==> src/rtl/barrel_pkg.sv <==
// barrel_pkg: definitions shared by the barrel core fetch front end.
//   XLEN / ILEN        : data-path and instruction widths
//   RESET_PC_DEFAULT   : fetch PC used after reset unless overridden
//   fetch_entry_t      : one buffered fetch, {pc, instr}, 64 bits packed
package barrel_pkg;

  localparam int XLEN = 32;
  localparam int ILEN = 32;

  localparam logic [XLEN-1:0] RESET_PC_DEFAULT = 32'h0000_0000;

  typedef struct packed {
    logic [XLEN-1:0] pc;
    logic [ILEN-1:0] instr;
  } fetch_entry_t;

endpackage

==> src/rtl/fetch_fifo.sv <==
// fetch_fifo: circular buffer of fetch entries.
//   clk, resetn : clock, asynchronous active-low reset (clears all storage)
//   push, din   : write din at the write pointer
//   pop         : retire the entry at the read pointer
//   flush       : empty the buffer and rewind both pointers; wins over push/pop
//   dout        : entry at the read pointer (registered storage, no bypass)
//   count       : number of valid entries, 0..DEPTH
// The owner guarantees push never overflows and pop never underflows.
module fetch_fifo
  import barrel_pkg::*;
#(
  parameter int DEPTH = 2,
  localparam int PW = $clog2(DEPTH),
  localparam int CW = $clog2(DEPTH + 1)
) (
  input  logic         clk,
  input  logic         resetn,
  input  logic         push,
  input  logic         pop,
  input  logic         flush,
  input  fetch_entry_t din,
  output fetch_entry_t dout,
  output logic [CW-1:0] count
);

  fetch_entry_t  mem_q [DEPTH];
  fetch_entry_t  mem_d [DEPTH];
  logic [PW-1:0] rd_ptr_q, rd_ptr_d;
  logic [PW-1:0] wr_ptr_q, wr_ptr_d;
  logic [CW-1:0] count_q, count_d;

  always_comb begin
    mem_d    = mem_q;
    rd_ptr_d = rd_ptr_q;
    wr_ptr_d = wr_ptr_q;
    count_d  = count_q;
    if (flush) begin
      rd_ptr_d = '0;
      wr_ptr_d = '0;
      count_d  = '0;
    end else begin
      if (push) begin
        mem_d[wr_ptr_q] = din;
        // DEPTH is a power of two, so natural overflow wraps the pointer.
        wr_ptr_d = wr_ptr_q + 1'b1;
      end
      if (pop) begin
        rd_ptr_d = rd_ptr_q + 1'b1;
      end
      count_d = count_q + CW'(push) - CW'(pop);
    end
  end

  always_ff @(posedge clk or negedge resetn) begin
    if (!resetn) begin
      for (int i = 0; i < DEPTH; i++) begin
        mem_q[i] <= '0;
      end
      rd_ptr_q <= '0;
      wr_ptr_q <= '0;
      count_q  <= '0;
    end else begin
      for (int i = 0; i < DEPTH; i++) begin
        mem_q[i] <= mem_d[i];
      end
      rd_ptr_q <= rd_ptr_d;
      wr_ptr_q <= wr_ptr_d;
      count_q  <= count_d;
    end
  end

  assign dout  = mem_q[rd_ptr_q];
  assign count = count_q;

endmodule

==> src/rtl/fetch_queue.sv <==
// fetch_queue: instruction-fetch front end between rom32 and decode.
//   clk, resetn        : clock, asynchronous active-low reset
//   rom_addr, rom_ren  : word address / read enable to rom32 (ren = issue)
//   rom_dout           : rom32 data, valid the cycle after rom_ren
//   redirect, redirect_pc : flush everything and restart at redirect_pc & ~3
//   halt               : stop issuing; outstanding read still lands
//   out_valid, out_ready, out_instr, out_pc : head of queue to decode
//
// Handshake: a head transfers on a rising edge where out_valid && out_ready
// and redirect is low. out_valid, out_instr and out_pc depend only on
// registered state; out_valid never drops without a transfer, redirect or
// reset. A head offered in a redirect cycle is discarded, not consumed.
module fetch_queue
  import barrel_pkg::*;
#(
  parameter int          ADDR_WIDTH = 12,
  parameter int          DEPTH      = 2,
  parameter logic [31:0] RESET_PC   = RESET_PC_DEFAULT
) (
  input  logic                  clk,
  input  logic                  resetn,
  output logic [ADDR_WIDTH-3:0] rom_addr,
  output logic                  rom_ren,
  input  logic [31:0]           rom_dout,
  input  logic                  redirect,
  input  logic [31:0]           redirect_pc,
  input  logic                  halt,
  output logic                  out_valid,
  input  logic                  out_ready,
  output logic [31:0]           out_instr,
  output logic [31:0]           out_pc
);

  localparam int CW = $clog2(DEPTH + 1);
  localparam logic [CW:0] DEPTH_C = (CW + 1)'(DEPTH);

  logic [31:0]   fetch_pc_q, fetch_pc_d;
  logic [31:0]   inflight_pc_q, inflight_pc_d;
  logic          inflight_q, inflight_d;
  logic          push, pop, issue;
  logic [CW-1:0] count;
  logic [CW:0]   credit_used;
  fetch_entry_t  fifo_din, fifo_dout;

  assign out_valid = (count != '0);
  assign pop       = out_valid & out_ready & ~redirect;
  assign push      = inflight_q & ~redirect;

  // Slots already spoken for after this cycle's pop: buffered entries plus
  // the read whose data is arriving now. Issuing only while this is below
  // DEPTH means every returning word has a slot waiting for it.
  assign credit_used = {1'b0, count} + (CW + 1)'(inflight_q) - (CW + 1)'(pop);
  assign issue       = resetn & ~redirect & ~halt & (credit_used < DEPTH_C);

  assign rom_ren  = issue;
  assign rom_addr = fetch_pc_q[ADDR_WIDTH-1:2];

  assign fifo_din.pc    = inflight_pc_q;
  assign fifo_din.instr = rom_dout;

  always_comb begin
    fetch_pc_d    = fetch_pc_q;
    inflight_pc_d = inflight_pc_q;
    inflight_d    = 1'b0;
    if (redirect) begin
      fetch_pc_d = redirect_pc & ~32'h3;
    end else if (issue) begin
      inflight_d    = 1'b1;
      inflight_pc_d = fetch_pc_q;
      fetch_pc_d    = fetch_pc_q + 32'd4;
    end
  end

  always_ff @(posedge clk or negedge resetn) begin
    if (!resetn) begin
      fetch_pc_q    <= RESET_PC;
      inflight_pc_q <= '0;
      inflight_q    <= 1'b0;
    end else begin
      fetch_pc_q    <= fetch_pc_d;
      inflight_pc_q <= inflight_pc_d;
      inflight_q    <= inflight_d;
    end
  end

  fetch_fifo #(
    .DEPTH (DEPTH)
  ) u_fifo (
    .clk    (clk),
    .resetn (resetn),
    .push   (push),
    .pop    (pop),
    .flush  (redirect),
    .din    (fifo_din),
    .dout   (fifo_dout),
    .count  (count)
  );

  assign out_instr = fifo_dout.instr;
  assign out_pc    = fifo_dout.pc;

endmodule

==> config.mk <==
export PLATFORM = sky130hd
export DESIGN_NAME = fetch_queue
export DESIGN_NICKNAME = d
export VERILOG_FILES = /design/src/rtl/barrel_pkg.sv /design/src/rtl/fetch_fifo.sv /design/src/rtl/fetch_queue.sv
export SDC_FILE = /design/constraint.sdc
export NUM_CORES = 1
export LEC_CHECK = 0
export ABC_AREA = 1
export BUFFER_PORTS_ARGS = -buffer_cell sky130_fd_sc_hd__clkbuf_2
export CELL_PAD_IN_SITES_DETAIL_PLACEMENT = 1
export CELL_PAD_IN_SITES_GLOBAL_PLACEMENT = 1
export CORE_MARGIN = 5
export CORE_UTILIZATION = 39
export DETAILED_ROUTE_END_ITERATION = 16
export PLACE_DENSITY_LB_ADDON = 0.1
export SLEW_MARGIN = 20
export SYNTH_ARGS = -nofsm -noshare
export SYNTH_HDL_FRONTEND = slang
export SYNTH_SLANG_ARGS = --single-unit
==> constraint.sdc <==
create_clock -name clk -period 4.1 [get_ports clk]
set_input_delay 0.82 -clock clk [delete_from_list [all_inputs] [get_ports clk]]
set_output_delay 0.82 -clock clk [all_outputs]
set_load 0.1 [all_outputs]
======== Yosys cells after proc, flatten, opt, wreduce, memory -nomap -nowiden ========
Index checks and enable logic that the tools add are counted.
word-level totals
  register bits ........................... 197
  input bits .............................. 69
  output and inout bits ................... 76
  logic and storage cells ................. 53
cells by class
  $add $sub $neg .......................... 7
  magnitude comparators ................... 4
  muxes and demuxes ....................... 15
  bitwise logic cells ..................... 10
  reduce and logical (&&, ||, !) cells .... 7
operators with widths
  operator                                                   number
  2-to-1 mux 64 bit                                          4
  bitwise mux 128 bit                                        1
  demux 64 bit (select 1 bit)                                1
  2-to-1 mux 32 bit                                          2
  adder 32 x 3 -> 32 bit (second input constant)             1
  nonzero test 2 bit                                         4
  bitwise AND 1 bit                                          6
  2-to-1 mux 1 bit                                           6
  greater-or-equal comparator 2 bit (second input constant)  2
  inverter 1 -> 2 bit                                        2
  AND reduction 2 bit                                        2
  adder 2 x 1 -> 3 bit                                       1
  < comparator 3 x 2 -> 1 bit (second input constant)        1
  subtractor 3 x 1 -> 3 bit                                  1
  adder 1 bit (second input constant)                        2
  adder 2 x 1 -> 2 bit                                       1
  < comparator 2 x 1 -> 1 bit (second input constant)        1
  2-to-1 mux 2 bit                                           1
  inverter 1 bit                                             2
  subtractor 2 x 1 -> 2 bit                                  1
  logical AND 1 bit                                          1

======== Depth between registers and ports, before layout ========
  depth in word-level cells ............... 8
  gate-level depth with buffers ........... 18
  mapped depth without buffers ............ 16

======== Modules after synthesis ========
A second synthesis with hierarchy kept.
second synthesis, totals
  cells, all modules ...................... 1106
  area, all modules ....................... 9646.8 µm²
by module, submodules not included
  module       times used  cells each  area each (µm²)  sequential area each (µm²)
  fetch_fifo   1           573         6082.1           3303.2
  fetch_queue  1           533         3564.7           1526.5

======== Worst setup path before layout ========
OpenSTA, ideal clock, no wires.
  path kind ............................... reg-to-output
  start ................................... register u_fifo.count_q[1], in the netlist u_fifo.count[1]
  end ..................................... output rom_ren
  arrival ................................. 3057 ps
  required time ........................... 3280 ps
  slack ................................... 223 ps
  stages on the path, launching flop included .. 14
  path buffers ............................ 1
  cells stage by stage .................... dfrtp_1 -> inv_1 -> nand2_1 -> nand2_1 -> nor2_1 -> ha_1 -> inv_1 -> nand2_1 -> fa_1 -> nand2_1 -> nor2_2 -> nand2_2 -> inv_1 -> buf_2
on the way
  longest elaborated chain between the ends .. 6
  elaborated cells between the ends (all ways) .. 7
  classes of those cells .................. add/sub: 2; order compare: 1; bitwise: 3; reduce/logical: 1
ends and longest elaborated chain
  item                            line               text
  start: declaration              fetch_fifo.sv:30   logic [CW-1:0] count_q, count_d;
  start signal: assignment        fetch_fifo.sv:68   count_q <= count_d;
  nonzero test 2 bit              fetch_queue.sv:45  assign out_valid = (count != '0);
  via out_valid                   fetch_queue.sv:28  output logic out_valid,
  bitwise AND 1 bit (2 in a row)  fetch_queue.sv:46  assign pop = out_valid & out_ready & ~redirect;
  subtractor 3 x 1 -> 3 bit       fetch_queue.sv:52  assign credit_used = {1'b0, count} + (CW + 1)'(inflight_q) - (CW + 1)'(pop);
  < comparator 3 x 2 -> 1 bit     fetch_queue.sv:53  assign issue = resetn & ~redirect & ~halt & (credit_used < DEPTH_C);
  bitwise AND 1 bit               fetch_queue.sv:53
  end: declaration                fetch_queue.sv:23  output logic rom_ren,
The timed path passes the listed nets, and every way through them passes these cells.

======== Worst setup path in the final report ========
  start ................................... register u_fifo.count_q[1], in the netlist u_fifo.count[1]
  end ..................................... output rom_ren
on the way
  longest elaborated chain between the ends .. 6
  elaborated cells between the ends (all ways) .. 7
  classes of those cells .................. add/sub: 2; order compare: 1; bitwise: 3; reduce/logical: 1
ends and longest elaborated chain
  item                             line
  nonzero test 2 bit               fetch_queue.sv:45
  bitwise AND 1 bit (2 in a row)   fetch_queue.sv:46
  subtractor 3 x 1 -> 3 bit (*)    fetch_queue.sv:52
  < comparator 3 x 2 -> 1 bit (*)  fetch_queue.sv:53
  bitwise AND 1 bit (*)            fetch_queue.sv:53
Every way passes the cells marked *; elsewhere a longest branch is shown, timed or not.

==> summary.txt <==
Status
  – Status: finished clean

Clock tree
  – TritonCTS Buffers: 17
  – CTS tree: yes
  – Worst-skew pair later-pin latency: 0.43 ns
  – Clock slew at reported path FFs: around 0.08 ns
  – # hold bufs at CTS: 0
  – CTS H-tree lvls: 4
  – Clk sinks: 189
  – Post-CTS Setup Inserts: 0
  – CTS resizes: 0
  – Maximum clock path buffer count: 2
  – Clock root cell: clkbuf_16

Global route
  – Pin count of the biggest net entering global routing: 169
  – Grt total ovfl: 0
  – GRT Overall Usage: 18.5%
  – First-pass GRT wire length: 39900 um
  – Vias in the first global route: 7711
  – Initial antenna violation count: 0

Power
  – Worst VDD drop: 381 uV
  – Power share of the combinational group: 42.1%
  – Sequential Power Share: 35.5%
  – Pwr/cell area: 688 mW/mm2
  – Switching power: 3.59 mW
  – Clock share of power: 22.4%
  – Leak Pwr: roughly 5.6 nW
  – Internal Power: about 3.7 mW
  – Sw frac: 49.3%

Routing
  – Number of DRC markers in iteration 0: 514
  – # DRC: 0
  – Via density: 4.64
  – Final wirelength: 23700 um
  – Avg WL per Cell: ~15 um
  – Via count: 7561
  – Initial DRT Pass Iterations: 5
  – DRT antenna net count: 0

Layout
  – Layout Area Growth over Synthesis: 16.0%
  – Non-filler cells, final: 1631
  – Diode count: 0
  – Nets: between 1000 and 1500
  – Share of layout cells above drive strength 1: 15.9%
  – Layout Utilization: 45.5%
  – Fillers: between 2000 and 3000

Synth
  – Yosys top cell by area: dfrtp_1
  – Number of enable flip-flop cells after synthesis: 0
  – Post-Syn Area: 0.00913 mm2
  – Most frequent cells after synthesis: nand2_1 (483), dfrtp_1 (189), o21ai_0 (156), inv_1 (130), nand3_1 (63)
  – Yosys warns: 0
  – Asr flop ratio synth: 100%
  – Yosys cell types: 26
  – Syn avg cell area: roughly 7.6 um2
  – Top FF cell, synth: dfrtp_1
  – Top-count cell post-synth: nand2_1
  – Syn Inst Count: 1199
  – Top cells by area, synth: dfrtp_1 (52%), nand2_1 (20%), o21ai_0 (8.6%), inv_1 (5.3%), nand3_1 (3.5%)
  – Synth Register Bits: around 190
  – Yosys top cell area share: 51.8%
  – Sequential share of the synthesized area: between 50% and 60%

Worst setup path
  – Crit path from: u_fifo.count[1]$_DFF_PN0_
  – FF-to-FF setup slack: between 0.8 and 0.9 ns
  – Crit-path cells: inv_1 -> nand2_1 -> nand2_1 -> nor2_1 -> ha_1 -> inv_1 -> nand2_1 -> fa_1 -> nand2_1 -> nor2_2 -> nand2_2 -> inv_1 -> buf_12
  – CP max stage cell: fa_1
  – Most used cell, CP: nand2_1
  – Crit start category: register
  – Slowest stage delay, CP: 0.49 ns
  – Required @ worst endpoint: 3.28 ns
  – Worst Setup End Kind: output pin
  – Critical register-to-register path startpoint: u_fifo.count[1]$_DFF_PN0_
  – CP max FO: 3
  – CP top delay family: adder cells
  – Kind of critical path: reg2out
  – WP buf/inv: 4
  – Worst endpoint data arrival time: 2.76 ns

Floorplan
  – Die H: 163 um
  – IO Pins: 145
  – Row count: 56
  – Die X: 163 um
  – Initial Util: 39.3%
  – Core box area: 0.0233 mm2
  – Total die area: 0.0266 mm2

Timing
  – Crit share post-route: 87.3%
  – Final setup violation count: 0
  – Post-route minimum period: 3.58 ns
  – Final hold vios: 0
  – Max-slew violation count: 0
  – Peak Freq: 280 MHz
  – Worst-margin pin slew: 0.898 ns
  – RSZ-0062 raised after global routing: false
  – Worst slew margin: between 40 and 50%
  – Setup TNS: 0 ns
  – Clock Skew: 0.0121 ns

Place
  – Final Wtd Congestion: 0.825
  – Dpl hpwl: around 16000 um
  – Dpl cells: 1600
  – I/O Buffers: 140

Hold path
  – Hold WC Path Type: in2async

Flow run
  – Max cap viols: 0
==> through the flow <==
step           setup slack, ns  total power [mW]  area, um2  hold WS [ns]
6_report                 0.523              7.29      10600         0.255
5_1_grt                  0.306              7.69      10600         0.246
4_1_cts                  0.428              7.37      10600         0.247
3_5_place_dp             0.549              5.72      10000         0.473
3_3_place_gp             0.574              5.66      10000         0.465
2_1_floorplan            0.223              5.14       9140         0.453
==> cell type report <==
class	instances	area, um2	area share, %
Multi-Input combinational cell	811	3550	33.5
Timing Repair Buffer	149	842	7.95
Inverter	132	500	4.73
Clock buffer	18	439	4.15
Clock inverter	13	131	1.24
Sequential cell	189	4730	44.7
Tap cell	319	399	3.77
==> routing by layer <==
layer  global-route usage [%]  share of wire [%]  vias up
li1                         -                  -     3883
met1                     27.0                 50     3573
met2                     29.6                 47       97
met3                     2.93                2.6        8
met4                     3.66               0.61        0
met5                        0                  0        -
==> power by group through the flow <==
stage	clock network, mW	registers [mW]	logic [mW]
after detailed placement	0	2.62	3.10
after floorplan	0	2.54	2.60
after global placement	0	2.60	3.06
final	1.63	2.58	3.07
after global routing	1.76	2.65	3.29
after CTS	1.68	2.59	3.11
==> kinds of logic (layout without fill, tap and decap cells) <==
logic type	Yosys count	after routing	synth area share [%]
compound gates	174	174	9.65
xor+xnor	3	3	0.288
fa+ha+maj	5	5	0.767
buf+inv	200	312	9.51
flops	189	189	51.8
other cells	1	2	0.0411
simple gates	627	627	28.0
==> flip-flops by register name, summed over array words and instances (netlist names) <==
signal	count
inflight_q	1
inflight_pc_q	30
u_fifo.mem_q	124
u_fifo.rd_ptr_q	1
u_fifo.count	2
fetch_pc_q	30
u_fifo.wr_ptr_q	1
==> final timing paths <==
path                                            endpoint  cells after the start
setup / recovery                                 rom_ren                     13
hold / removal                 fetch_pc_q[9]$_DFFE_PN0P_                      1
setup reg to reg              fetch_pc_q[21]$_DFFE_PN0P_                     17
hold reg to reg            u_fifo.mem_q[123]$_DFFE_PN0P_                      2
max in group asynchronous    u_fifo.rd_ptr_q$_DFFE_PN0P_                      2
min in group clk           u_fifo.mem_q[123]$_DFFE_PN0P_                      2
==> worst reg2reg max path, stage by stage (launching register included) <==
cell and delay, ns:
dfrtp_1 0.39, inv_1 0.09, nand2_1 0.12, nand2_1 0.10, nor2_1 0.13, ha_1 0.24
inv_1 0.07, nand2_1 0.06, fa_1 0.44, nand2_1 0.10, nor2_2 0.05, nand2_2 0.06
buf_4 0.37, buf_4 0.60, nand3_1 0.17, nand2_1 0.10, inv_1 0.04, nand3_1 0.06
==> cell usage in the layout, fill, tap and decap left out <==
cell type	n
a21oi_1	14
and2_1	1
buf_12	5
buf_4	5
bufinv_16	1
clkbuf_16	17
clkbuf_2	138
clkbuf_8	2
clkinv_2	1
clkinv_4	1
clkinvlp_4	4
conb_1	2
dfrtp_1	188
dfrtp_2	1
fa_1	1
ha_1	4
inv_1	130
inv_2	1
inv_6	5
inv_8	2
nand2_1	483
nand2_2	2
nand2_4	2
nand3_1	63
nor2_1	55
nor2_2	9
nor2_4	11
o211ai_1	4
o21ai_0	156
or2_2	1
xnor2_1	1
xor2_1	2
No activity file was read; power rests on OpenSTA's default activity.
